### config.mk
export PLATFORM = sky130hd
export DESIGN_NAME = prog_loader
export DESIGN_NICKNAME = d
export VERILOG_FILES = /design/src/rtl/cpu_pkg.sv /design/src/rtl/prog_loader_csum.sv /design/src/rtl/prog_loader.sv
export SDC_FILE = /design/constraint.sdc
export NUM_CORES = 1
export LEC_CHECK = 0
export CAP_MARGIN = 40
export CELL_PAD_IN_SITES_DETAIL_PLACEMENT = 2
export CELL_PAD_IN_SITES_GLOBAL_PLACEMENT = 2
export CORE_MARGIN = 5
export CORE_UTILIZATION = 35
export CTS_BUF_LIST = sky130_fd_sc_hd__clkbuf_4
export DETAILED_ROUTE_END_ITERATION = 12
export PLACE_DENSITY = 0.95
export SYNTH_ARGS = -nofsm -noshare
export SYNTH_HDL_FRONTEND = slang
export SYNTH_SLANG_ARGS = --single-unit
### constraint.sdc
create_clock -name clk -period 4.12 [get_ports clk]
set_input_delay 0.412 -clock clk [delete_from_list [all_inputs] [get_ports clk]]
set_output_delay 0.412 -clock clk [all_outputs]
set_load 0.1 [all_outputs]
### src/rtl/cpu_pkg.sv
// Purpose: shared constants and loader state encoding for the CPU boot path.
// Latency: n/a (declarations only).
// Backpressure: n/a.
package cpu_pkg;

  localparam int CPU_DATA_W = 8;   // byte, RAM data and RAM address width
  localparam int RAM_DEPTH  = 256; // CPU RAM words; also the largest frame length

  typedef enum logic [2:0] {
    LD_IDLE = 3'd0,
    LD_LEN  = 3'd1,
    LD_DATA = 3'd2,
    LD_SUM  = 3'd3,
    LD_RUN  = 3'd4
  } ld_state_e;

endpackage

### src/rtl/prog_loader_csum.sv
// Purpose: modulo-2^W frame checksum accumulator (clear / accumulate / compare).
// Latency: accumulation lands 1 cycle after acc_i; ok_o is combinational on dat_i.
// Backpressure: none; caller qualifies acc_i with its own handshake.
// Ports: clk, rst (sync, active-high); clr_i zeroes the sum; acc_i adds dat_i;
//        ok_o is high when sum + dat_i == 0 (dat_i is the frame's closing checksum).
module ld_csum #(
  parameter int W = 8
) (
  input  logic         clk,
  input  logic         rst,
  input  logic         clr_i,
  input  logic         acc_i,
  input  logic [W-1:0] dat_i,
  output logic         ok_o
);

  logic [W-1:0] sum_q;
  logic [W-1:0] sum_d;
  logic [W-1:0] total;

  // Wraps at W bits: the checksum is the two's complement of the frame sum.
  assign total = sum_q + dat_i;
  assign ok_o  = (total == '0);

  always_comb begin
    sum_d = sum_q;
    if (clr_i) begin
      sum_d = '0;
    end else if (acc_i) begin
      sum_d = total;
    end
  end

  always_ff @(posedge clk) begin
    if (rst) begin
      sum_q <= '0;
    end else begin
      sum_q <= sum_d;
    end
  end

endmodule

### src/rtl/prog_loader.sv
// Purpose: boot loader; takes a [len, payload..., checksum] byte frame and writes the payload to CPU RAM.
// Latency: start->in_ready 1 cycle; payload byte->RAM write 1 cycle; checksum accepted->run 1 cycle.
// Backpressure: in_ready is high only in LEN/DATA/SUM; every payload byte is written the cycle after it transfers.
// Ports: clk/rst (sync, active-high); start/abort control; in_valid/in_ready/in_data stream;
//        ram_addr/ram_data/ram_wren RAM write port; cpu_hold, run, busy, err (sticky) status.
module prog_loader
  import cpu_pkg::*;
#(
  parameter int                DATA_W    = CPU_DATA_W,
  parameter logic [DATA_W-1:0] BASE_ADDR = '0
) (
  input  logic              clk,
  input  logic              rst,
  input  logic              start,
  input  logic              abort,
  input  logic              in_valid,
  input  logic [DATA_W-1:0] in_data,
  output logic              in_ready,
  output logic [DATA_W-1:0] ram_addr,
  output logic [DATA_W-1:0] ram_data,
  output logic              ram_wren,
  output logic              cpu_hold,
  output logic              run,
  output logic              busy,
  output logic              err
);

  localparam logic [DATA_W-1:0] PTR_ONE  = 1;
  localparam logic [DATA_W:0]   CNT_ONE  = 1;
  localparam logic [DATA_W:0]   CNT_FULL = (DATA_W + 1)'(RAM_DEPTH);

  ld_state_e         state_q;
  logic [DATA_W:0]   cnt_q;      // payload bytes still expected; 9 bits so length 0 can mean 256
  logic [DATA_W-1:0] ptr_q;      // next RAM address to write
  logic              in_ready_q;
  logic [DATA_W-1:0] ram_addr_q;
  logic [DATA_W-1:0] ram_data_q;
  logic              ram_wren_q;
  logic              cpu_hold_q;
  logic              run_q;
  logic              busy_q;
  logic              err_q;

  logic xfer;
  logic abort_hit;
  logic csum_clr;
  logic csum_acc;
  logic csum_ok;

  assign xfer      = in_valid && in_ready_q;
  assign abort_hit = abort && (state_q != LD_IDLE);
  assign csum_clr  = (state_q == LD_IDLE) && start;
  // An aborted byte is dropped, so it must not reach the running sum either.
  assign csum_acc  = xfer && !abort_hit && ((state_q == LD_LEN) || (state_q == LD_DATA));

  ld_csum #(.W(DATA_W)) u_csum (
    .clk   (clk),
    .rst   (rst),
    .clr_i (csum_clr),
    .acc_i (csum_acc),
    .dat_i (in_data),
    .ok_o  (csum_ok)
  );

  always_ff @(posedge clk) begin
    if (rst) begin
      state_q    <= LD_IDLE;
      cnt_q      <= '0;
      ptr_q      <= '0;
      in_ready_q <= 1'b0;
      ram_addr_q <= '0;
      ram_data_q <= '0;
      ram_wren_q <= 1'b0;
      cpu_hold_q <= 1'b0;
      run_q      <= 1'b0;
      busy_q     <= 1'b0;
      err_q      <= 1'b0;
    end else begin
      // Both strobes are single-cycle; only the states below re-arm them.
      ram_wren_q <= 1'b0;
      run_q      <= 1'b0;
      if (abort_hit) begin
        state_q    <= LD_IDLE;
        in_ready_q <= 1'b0;
        cpu_hold_q <= 1'b0;
        busy_q     <= 1'b0;
      end else begin
        case (state_q)
          LD_IDLE: begin
            if (start) begin
              state_q    <= LD_LEN;
              in_ready_q <= 1'b1;
              cpu_hold_q <= 1'b1;
              busy_q     <= 1'b1;
              err_q      <= 1'b0;
            end
          end
          LD_LEN: begin
            if (xfer) begin
              cnt_q   <= (in_data == '0) ? CNT_FULL : {1'b0, in_data};
              ptr_q   <= BASE_ADDR;
              state_q <= LD_DATA;
            end
          end
          LD_DATA: begin
            if (xfer) begin
              ram_wren_q <= 1'b1;
              ram_data_q <= in_data;
              ram_addr_q <= ptr_q;
              ptr_q      <= ptr_q + PTR_ONE;
              cnt_q      <= cnt_q - CNT_ONE;
              if (cnt_q == CNT_ONE) begin
                state_q <= LD_SUM;
              end
            end
          end
          LD_SUM: begin
            if (xfer) begin
              in_ready_q <= 1'b0;
              cpu_hold_q <= 1'b0;
              busy_q     <= 1'b0;
              if (csum_ok) begin
                run_q   <= 1'b1;
                state_q <= LD_RUN;
              end else begin
                err_q   <= 1'b1;
                state_q <= LD_IDLE;
              end
            end
          end
          LD_RUN: begin
            state_q <= LD_IDLE;
          end
          default: begin
            state_q <= LD_IDLE;
          end
        endcase
      end
    end
  end

  assign in_ready = in_ready_q;
  assign ram_addr = ram_addr_q;
  assign ram_data = ram_data_q;
  assign ram_wren = ram_wren_q;
  assign cpu_hold = cpu_hold_q;
  assign run      = run_q;
  assign busy     = busy_q;
  assign err      = err_q;

endmodule

After elaboration in Yosys (flattened, before gate mapping)
Index checks and enable logic that the tools add are counted.
{"block": "word_totals", "out_inout_bits": 22, "elab_cells": 72, "register_bits": 48, "input_bits": 13}
{"block": "op_classes", "add_sub_neg": 3, "reduce_logical": 22, "eq_ne": 10, "n_bitwise": 4, "mux": 23}
{"op": "two-way mux 9 bit", "count": 3}
{"op": "two-way mux 3 bit", "count": 6}
{"op": "case mux 9 bit (2 select lines)", "count": 1}
{"op": "zero test 8 bit", "count": 2}
{"op": "two-way mux 8 bit", "count": 2}
{"op": "case mux 8 bit (2 select lines)", "count": 1}
{"op": "case mux 3 bit (4 select lines)", "count": 1}
{"op": "!= test 2 bit, second input constant", "count": 5}
{"op": "AND reduction 5 bit", "count": 2}
{"op": "== test 9 x 1 -> 1 bit, second input constant", "count": 1}
{"op": "subtractor 9 x 1 -> 9 bit, second input constant", "count": 1}
{"op": "adder 8 x 1 -> 8 bit, second input constant", "count": 1}
{"op": "adder 8 bit", "count": 1}
{"op": "two-way mux 1 bit", "count": 7}
{"op": "== test 3 x 2 -> 1 bit, second input constant", "count": 2}
{"op": "AND reduction 3 bit", "count": 2}
{"op": "logical AND 1 bit", "count": 5}
{"op": "inverter 1 bit", "count": 4}
{"op": "case mux 1 bit (2 select lines)", "count": 2}
{"op": "AND reduction 4 bit", "count": 1}
{"op": "nonzero test 2 bit", "count": 2}
{"op": "OR reduction 2 bit", "count": 2}
{"op": "OR reduction 4 bit", "count": 1}
{"op": "== test 3 x 1 -> 1 bit, second input constant", "count": 1}
{"op": "other kinds (6)", "count": 6}

Depth between registers and ports, before layout
{"block": "logic_depth", "ltp_word": 5, "mapped_depth": 8, "mapped_depth_nobuf": 8}

By module
From an unflattened synthesis, not the netlist that was laid out.
{"block": "unflattened", "hier_cells": 305, "area_unflattened_um2": 2528.7}
{"module": "prog_loader", "n_inst": 1, "cells_each": 236, "area_per_inst_um2": 1899.3, "seq_area_each_um2": 800.8}
{"module": "ld_csum", "n_inst": 1, "cells_each": 69, "area_per_inst_um2": 629.4, "seq_area_each_um2": 160.2}

Least setup slack after synthesis
OpenSTA, ideal clock, no wires.
{"block": "synth_path", "kind": "register -> register", "startpoint": "reg, netlist name busy", "endpoint": "reg cnt_q[6]", "path_stages_with_launch": 7, "period_less_slack_ns": 2.399, "t_required_ns": 4.034, "arrival_ns": 2.314, "path_buffers": 1, "slack_ns": 1.721, "setup_time_ns": 0.086, "cell_sequence": "dfxtp_1 nand2_1 or4_4 buf_2 a21oi_1 nor2_1 a211oi_1"}
{"element": "end signal: assignment", "line_no": "prog_loader.sv:100", "rtl": "cnt_q <= (in_data == '0) ? CNT_FULL : {1'b0, in_data};"}
{"element": "end signal: assignment", "line_no": "prog_loader.sv:111", "rtl": "cnt_q <= cnt_q - CNT_ONE;"}
{"element": "end: declaration", "line_no": "prog_loader.sv:33", "rtl": "logic [DATA_W:0] cnt_q;"}

Worst setup path in the final report
{"block": "layout_path", "startpoint": "in in_data[0]", "endpoint": "reg err_q, in the netlist err"}
{"block": "layout_via", "elab_chain_cells": 4}
{"element": "start: declaration", "line_no": "prog_loader.sv:17", "rtl": "input logic [DATA_W-1:0] in_data,"}
{"element": "adder 8 bit", "line_no": "prog_loader_csum.sv:22", "rtl": "assign total = sum_q + dat_i;"}
{"element": "zero test 8 bit", "line_no": "prog_loader_csum.sv:23", "rtl": "assign ok_o = (total == '0);"}
{"element": "!= test 2 bit (no source line)"}
{"element": "AND reduction 5 bit (no source line)"}
{"element": "end signal: assignment", "line_no": "prog_loader.sv:77", "rtl": "err_q <= 1'b0;"}
{"element": "end signal: assignment", "line_no": "prog_loader.sv:95", "rtl": "err_q <= 1'b0;"}
{"element": "end signal: assignment", "line_no": "prog_loader.sv:126", "rtl": "err_q <= 1'b1;"}
{"element": "end: declaration", "line_no": "prog_loader.sv:42", "rtl": "logic err_q;"}
No other way between the ends.
A chain may end at the register's enable or synchronous reset.

==> run metrics <==
DR DRC count=0; most frequent cell after synthesis=nand2_1; vias in the first global route=2954; total global routing overflow=0; Max Buffers Root-to-Sink=2; Worst Min Path Start=u_csum.sum_q[3]; Hold WC Path Type=register to register; outcome=completed; Critical-path top delay cell=clkdlybuf4s50_1; core box area=0.00714 mm2; Crit path arrival time=3.03 ns; Critical Path RT=4.39 ns; GRT Overall Usage=0.224; Pre-antenna DRT Iters=4; die height=94.9 um; Post-Syn Nets=346; Post-CTS Repair Setup Buffers=0; Max Slew Vio Count=0; Yosys reg bits=48; Initial Util=0.354; area leader, netlist=dfxtp_1; Clock Skew=0.0108 ns; layout cells sized above 1=0.125; Iter 0 DRT Violations=39; root buffer cell=clkbuf_4; Worst-Skew Late Latency=0.37 ns; Max-Cap Viols=0; pin count of the biggest net entering global routing=29; synthesized area=0.00252 mm2; CP Cell Sequence=clkdlybuf4s50_1, ha_1, inv_1, fa_1, nand2b_1, a21oi_1, xor2_1, or4_4, o31a_1; post-placement cell area=0.00327 mm2; P_sw=0.255 mW; top_reg_cell synth=dfxtp_1; Hold Vio Cnt, Final=0; R2R Path Start=state_q[1]; switching share of power=0.301; die width=94.9 um; Logic pwr share=0.169; Post-DRT Antenna Nets=0; Finished Layout Cells=468; post-DP HPWL=7.29 mm; Setup crit end kind=register; Power Dens Cells=255 mW/mm2; CP top delay family=simple AND/OR/NAND/NOR gates; maximum VDD drop=0.117 mV; unrepaired setup endpoints after global routing=false; clock-pin slew on the worst setup and hold paths=0.14 ns; ant diodes=0; vias per std cell=5.71; Seq pwr share=0.565; Tcrit/Tclk final=0.672; via count=2672; Total Power=0.846 mW; Post-CTS Resized=0; CTS buffer count=5; routed len/inst=21.2 um; Critical Path Fanout Max=5; slew margin rel.=0.408; Final nets=393; row cnt=31; Yosys top cell area share=0.381; io pins=35; slowest stage delay, CP=0.55 ns; count of hold buffers inserted by post-cts repair=0; H-tree depth=2; Num Clock Sinks=48; Syn Area/Cell=7.84 um2; Final setup viols=0; crit path launch=in_data[0]; Clock power frac=0.266; synth warn=0; Worst Max-Slew Pin Slew=0.880 ns; Area contributors post-synth=dfxtp_1, a21oi_1, nand2_1, ha_1, nor2_1; Filler cells=826; worst path buffer plus inverter count=2; WL final=9.91 mm; leak pwr=1.16 nW; Internal=0.592 mW; wire length of the first global-routing pass=15.5 mm; IO buf count=34; antenna violations before repair=0; final core occ=0.465; post-route minimum period=2.77 ns; register area share after synthesis=0.381; Critical Path Start Type=input port; design area=0.00332 mm2; Post-synth EDFFs=0; die area=0.00901 mm2; Setup CP Type=input port to register; Placed Instances=461; CTS tree=yes; setup TNS=0 ns; post-synth cell types=56; Routability Congestion=0.820; Syn Inst Count=322; Synth-to-Final Area Change=31.5%; Post-synth ARST share=0; synth cell count leaders=nand2_1, dfxtp_1, a21oi_1; Max Clock Freq=361 MHz
[cells by family (layout without fill, tap and decap cells)]
group           count (synthesis)  after routing  synth area share
buf+inv                        28             75            0.0476
mux                             1              1           0.00397
compound gates                 95             95             0.241
flops                          48             48             0.381
simple gates                  132            132             0.245
fa+ha+maj                      11             11            0.0575
xor+xnor                        7              7            0.0243
[path summary, 6_finish.rpt]
| path | to | slack [ns] | cells past startpoint |
|---|---|---|---|
| setup reg to reg | ptr_q[6] | 1.37 | 5 |
| hold / removal | u_csum.sum_q[3] | 0.47 | 2 |
| setup / recovery | err | 1.35 | 9 |
| hold reg to reg | u_csum.sum_q[3] | 0.47 | 2 |
[worst min-delay path, delay by kind of cell (launching register included)]
kind	cells	cell delay, ns
AND/OR/NAND/NOR	1	0.05
flip-flops	1	0.34
AO/OA/AOI/OAI	1	0.05
[cell type report]
type                            instances  area (um2)  share of cell area
Timing Repair Buffer                   60         701               0.211
Tap cell                               99         124              0.0373
Clock inverter                          1        5.00             0.00151
Inverter                                8        30.0             0.00905
Sequential cell                        48         961               0.289
Multi-Input combinational cell        246        1450               0.438
Clock buffer                            6        45.0              0.0136
[stage by stage]
stage	hold WS (ns)	setup slack, ns
floorplan	0.440	1.72
global placement	0.442	1.12
detailed placement	0.461	1.03
CTS	0.479	1.34
global route	0.501	1.22
finish	0.474	1.35
[per-layer routing]
layer,part of all wire,global-route usage,up-vias
met4,0.033,0.0962,0
li1,-,-,1232
met1,0.40,0.254,1336
met2,0.54,0.415,77
met5,0,0,-
met3,0.025,0.0279,27
[cell usage in the layout (no fill, tap or decap), types with 7 or more instances in the layout]
| master | synthesis | layout |
|---|---|---|
| clkdlybuf4s50_1 | 0 | 34 |
| ha_1 | 10 | 10 |
| o21ai_1 | 7 | 7 |
| o21ai_0 | 8 | 8 |
| inv_1 | 8 | 8 |
| buf_8 | 0 | 22 |
| dfxtp_1 | 48 | 48 |
| nor2_1 | 30 | 30 |
| a21oi_1 | 45 | 45 |
| nand2_1 | 60 | 60 |
| a211oi_1 | 8 | 8 |
[registers in the layout, indices dropped and copies added, names as in the netlist]
| register | count |
|---|---|
| cnt_q | 9 |
| ptr_q | 8 |
| ram_addr | 8 |
| ram_data | 8 |
| u_csum.sum_q | 8 |
| state_q | 3 |
| busy | 1 |
| err | 1 |
| ram_wren | 1 |
| run | 1 |
[power by group through the flow]
stage          Clock [mW]  Sequential [mW]  Combinational [mW]
6_report            0.225            0.478               0.143
3_3_place_gp            0            0.487               0.121
3_5_place_dp            0            0.488               0.140
2_1_floorplan           0            0.497              0.0729
4_1_cts             0.225            0.478               0.143
5_1_grt             0.245            0.479               0.150
Note: power is estimated with default switching activity, not from simulation.
